--- src/rtl/bcd_counter_ndigit.sv ---
// N-digit packed-BCD up/down counter with clear, validated parallel load and
// selectable wrap/saturate at the limits; one nibble per digit, digit 0 lowest.
module bcd_counter_ndigit #(
    parameter int unsigned DIGITS   = 4,
    parameter bit          SATURATE = 1'b0
) (
    input  logic                  clk,
    input  logic                  grst,
    input  logic                  enable,
    input  logic                  up,
    input  logic                  clr,
    input  logic                  load,
    input  logic [4*DIGITS-1:0]   load_val,
    output logic [4*DIGITS-1:0]   count,
    output logic                  cout,
    output logic                  load_err
);

    logic [4*DIGITS-1:0] count_q, count_d;
    logic                load_err_q, load_err_d;

    logic [DIGITS-1:0]   carry_in;   // all lower digits are 9
    logic [DIGITS-1:0]   borrow_in;  // all lower digits are 0
    logic                at_max, at_min, terminal;

    logic [4*DIGITS-1:0] load_fixed;
    logic                load_bad;

    // Ripple chain across digits; this is the critical path at DIGITS=8.
    always_comb begin
        logic nine_run;
        logic zero_run;
        nine_run = 1'b1;
        zero_run = 1'b1;
        for (int i = 0; i < DIGITS; i++) begin
            carry_in[i]  = nine_run;
            borrow_in[i] = zero_run;
            nine_run     = nine_run & (count_q[4*i +: 4] == 4'd9);
            zero_run     = zero_run & (count_q[4*i +: 4] == 4'd0);
        end
        at_max = nine_run;
        at_min = zero_run;
    end

    assign terminal = up ? at_max : at_min;
    assign cout     = enable & ~clr & ~load & terminal;

    // Non-BCD nibbles are clamped to 9 so the digits never leave 0-9.
    always_comb begin
        load_fixed = '0;
        load_bad   = 1'b0;
        for (int i = 0; i < DIGITS; i++) begin
            if (load_val[4*i +: 4] > 4'd9) begin
                load_fixed[4*i +: 4] = 4'd9;
                load_bad             = 1'b1;
            end else begin
                load_fixed[4*i +: 4] = load_val[4*i +: 4];
            end
        end
    end

    always_comb begin
        count_d    = count_q;
        load_err_d = 1'b0;
        if (clr) begin
            count_d = '0;
        end else if (load) begin
            count_d    = load_fixed;
            load_err_d = load_bad;
        end else if (enable && !(SATURATE && terminal)) begin
            for (int i = 0; i < DIGITS; i++) begin
                if (up && carry_in[i]) begin
                    count_d[4*i +: 4] = (count_q[4*i +: 4] == 4'd9) ? 4'd0
                                                                     : count_q[4*i +: 4] + 4'd1;
                end else if (!up && borrow_in[i]) begin
                    count_d[4*i +: 4] = (count_q[4*i +: 4] == 4'd0) ? 4'd9
                                                                     : count_q[4*i +: 4] - 4'd1;
                end
            end
        end
    end

    always_ff @(posedge clk or negedge grst) begin
        if (!grst) begin
            count_q    <= '0;
            load_err_q <= 1'b0;
        end else begin
            count_q    <= count_d;
            load_err_q <= load_err_d;
        end
    end

    assign count    = count_q;
    assign load_err = load_err_q;

endmodule

--- config.mk ---
export PLATFORM = sky130hd
export DESIGN_NAME = bcd_counter_ndigit
export DESIGN_NICKNAME = d
export VERILOG_FILES = /design/src/rtl/bcd_counter_ndigit.sv
export SDC_FILE = /design/constraint.sdc
export NUM_CORES = 1
export LEC_CHECK = 0
export BUFFER_PORTS_ARGS = -buffer_cell sky130_fd_sc_hd__buf_2
export CAP_MARGIN = 20
export CORE_MARGIN = 1
export CORE_UTILIZATION = 36
export DETAILED_ROUTE_END_ITERATION = 12
export GPL_TIMING_DRIVEN = 1
export PLACE_DENSITY_LB_ADDON = 0.05
export SETUP_SLACK_MARGIN = 0.3
export SYNTH_ARGS = -nofsm -noshare
export SYNTH_HDL_FRONTEND = slang
export SYNTH_SLANG_ARGS = --single-unit
--- constraint.sdc ---
create_clock -name clk -period 2.3 [get_ports clk]
set_input_delay 0.46 -clock clk [delete_from_list [all_inputs] [get_ports clk]]
set_output_delay 0.46 -clock clk [all_outputs]
set_load 0.03 [all_outputs]
==> impl_metrics.env <==
export IMPL_flow_area_growth_from_synthesis_pct=45.4
export IMPL_root_buffer="clkbuf_8"
export IMPL_placed_area_um2=2260
export IMPL_syn_inst=220
export IMPL_place_ws_ps=-136
export IMPL_antenna_found_initial=0
export IMPL_setup_viol=1
export IMPL_synth_distinct_cells=50
export IMPL_diodes=0
export IMPL_r2r_cells=10
export IMPL_startpoint="count[0]"
export IMPL_yosysSeqAreaShare_pct=24.4
export IMPL_grt_max_degree=18
export IMPL_cp_buffers_inverters=2
export IMPL_hold_slack_ps=134
export IMPL_htree_levels=1
export IMPL_fp_dieW_um=71.6
export IMPL_crit_arrival_ps=2160
export IMPL_drt_wl_total_um=5510
export IMPL_core_area_um2=4500
export IMPL_ioPinCount=40
export IMPL_die_area_um2=5120
export IMPL_grt_remaining_overflow=0
export IMPL_cp_max_fo=2
export IMPL_vias_per_cell=5.71
export IMPL_post_route_util_pct=56.3
export IMPL_cp_cell_sequence="inv_2 > ha_4 > or4b_4 > or3_4 > o22ai_2 > and3_4 > buf_6"
export IMPL_clk_insertion_delay_late_ps=260
export IMPL_maxCapViolations=0
export IMPL_syn_mean_instance_area_um2=7.92
export IMPL_synthFlopType="dfrtp_1"
export IMPL_rsz0062_at_grt="yes"
export IMPL_dr_pass1_iters=4
export IMPL_fin_crit_ps=2620
export IMPL_required_ps=1840
export IMPL_drtIter0Drc=101
export IMPL_synth_xor_area_share_pct=2.01
export IMPL_powerDensity_nw_per_um2=460
export IMPL_synth_compound_area_share_pct=29.0
export IMPL_clock_sinks=17
export IMPL_cts_made_buffers=3
export IMPL_grt_pass1_vias=1790
export IMPL_numPortBuffers=39
export IMPL_worst_pin_slew_ps=473
export IMPL_outcome="complete, but fails checks"
export IMPL_endpoint_kind="primary output"
export IMPL_synthTopCellsByArea="dfrtp_1 24%, ha_1 11%, o21ai_0 5.2%, a221oi_1 4.5%, inv_1 3.9%"
export IMPL_maxSlewViolCount=0
export IMPL_synth_simple_area_share_pct=25.0
export IMPL_fillers=455
export IMPL_r2r_start="count[9]"
export IMPL_yosys_mux_area_fraction_pct=1.15
export IMPL_die_h_um=71.6
export IMPL_final_nets=332
export IMPL_fmax_ghz=0.381
export IMPL_start_util_pct=38.7
export IMPL_synth_fa_ha_area_share_pct=11.5
export IMPL_start_kind="flop"
export IMPL_place_congestion=0.812
export IMPL_min_path_type="primary input to async pin"
export IMPL_grt_pass1_wl_um=8810
export IMPL_fin_area_um2=2530
export IMPL_power_leakage_uw=0.00110
export IMPL_row_count=24
export IMPL_r2r_slack_ps=190
export IMPL_timing_final_crit_share_pct=114
export IMPL_synth_warnings=0
export IMPL_cts_tree="yes"
export IMPL_max_slew_margin_pct=68.1
export IMPL_clock_path_buffers=2
export IMPL_violations="setup timing"
export IMPL_yosysTopAreaCell="dfrtp_1"
export IMPL_final_cell_mix="38 x buf_2, 38 x buf_4, 16 x nor2_1, 16 x o21ai_0, 13 x nand2_1"
export IMPL_path_clk_slew_ps=70
export IMPL_setup_ws_ps=-324
export IMPL_dp_hpwl_um=4130
export IMPL_r2r_end="count[13]"
export IMPL_synth_top_area_share_pct=24.4
export IMPL_ant_nets=0
export IMPL_cp_slowest_stage_delay_ps=460
export IMPL_crit_slowest_cell="or4b_4"
export IMPL_netlist_area_um2=1740
export IMPL_synth_nets=258
export IMPL_synth_async_reset_ratio_pct=100
export IMPL_crit_type="flop to primary output"
export IMPL_worst_ir_drop_vdd_mv=0.232
export IMPL_fin_skew_ps=1.25
export IMPL_critPathTopFamily="simple AND/OR/NAND/NOR gates"
export IMPL_grt_usage_pct=21.6
export IMPL_via_count=1971
export IMPL_finalHoldViolCount=0
export IMPL_synth_top_family_by_area="compound AO/OA/AOI/OAI gates"
export IMPL_drcViolationCount=0
export IMPL_synth_edf_count=0
export IMPL_drive_gt1_share_pct=44.0
export IMPL_synth_seq_cells=17
export IMPL_wl_per_cell_um=16.0
[Yosys cell counts (2+ instances only)]
cell type,number
a211oi_1,3
a21o_1,2
a21oi_1,12
a221oi_1,9
a31oi_1,3
and3_1,4
buf_4,2
clkbuf_1,6
dfrtp_1,17
ha_1,16
inv_1,18
mux2i_1,2
nand2_1,13
nand2b_1,4
nand3_1,8
nand3b_1,4
nand4_1,5
nor2_1,17
nor2b_1,2
nor3_1,7
nor4_1,2
o211ai_1,5
o21ai_0,18
o21bai_1,2
o22ai_1,8
o311ai_0,2
o31ai_1,2
or3_1,2
or3b_2,2
xnor2_1,2
xor2_1,2
[what timing repair did]
item,in CTS,in global routing
pin swaps,3,5
setup endpoints to repair,12,10
hold buffers,0,0
setup buffers,2,3
gates resized for setup,26,13
[flip-flops by register name, summed over array words and instances, names as in the netlist]
register	count
count	16
load_err	1
[layout make-up]
type / instances / area, µm² / share of cell area [%]
flip-flops and latches: 17 / 433 / 17.1
clock buffers: 3 / 41.3 / 1.63
inverters: 18 / 67.6 / 2.67
clock inverters: 1 / 5.00 / 0.198
repair buffers: 79 / 509 / 20.1
multi-input cells: 175 / 1410 / 55.8
well taps: 52 / 65.1 / 2.57
[cell families after synthesis]
| kind of cell | count (synthesis) |
|---|---|
| and+or+nand+nor | 78 |
| xor gates and xnor gates | 4 |
| AOI/OAI and AO/OA | 75 |
| DFF | 17 |
| buffers and inverters | 28 |
| adders and majority gates | 16 |
| muxes | 2 |
[per-stage QoR]
stage	std cells	power [µW]	TNS, ps
6_report	345	1170	-324
5_1_grt	345	1240	-391
4_1_cts	342	1150	-314
3_5_place_dp	336	866	-136
3_3_place_gp	336	867	-128
2_1_floorplan	220	677	-83.3
[power by group]
group	total, µW	switching, µW	internal, µW
combinational	581	327	254
sequential	349	22.7	327
clock	236	115	120
[worst max-delay path by stage]
stage / to / slack, ps / cells past startpoint
after global routing: cout / -390 / 7
after CTS: cout / -310 / 7
after global placement: cout / -130 / 6
final: cout / -320 / 7
after detailed placement: cout / -140 / 6
after floorplan: cout / -80 / 6
[per-layer routing]
layer / wire, µm / up-vias / global-route usage [%]
met5: 0 / - / 0
met1: 2780 / 944 / 32.6
met2: 2520 / 53 / 33.1
met4: 38 / 0 / 4.36
li1: - / 970 / -
met3: 181 / 4 / 2.53
(Power assumes the default switching activity.)
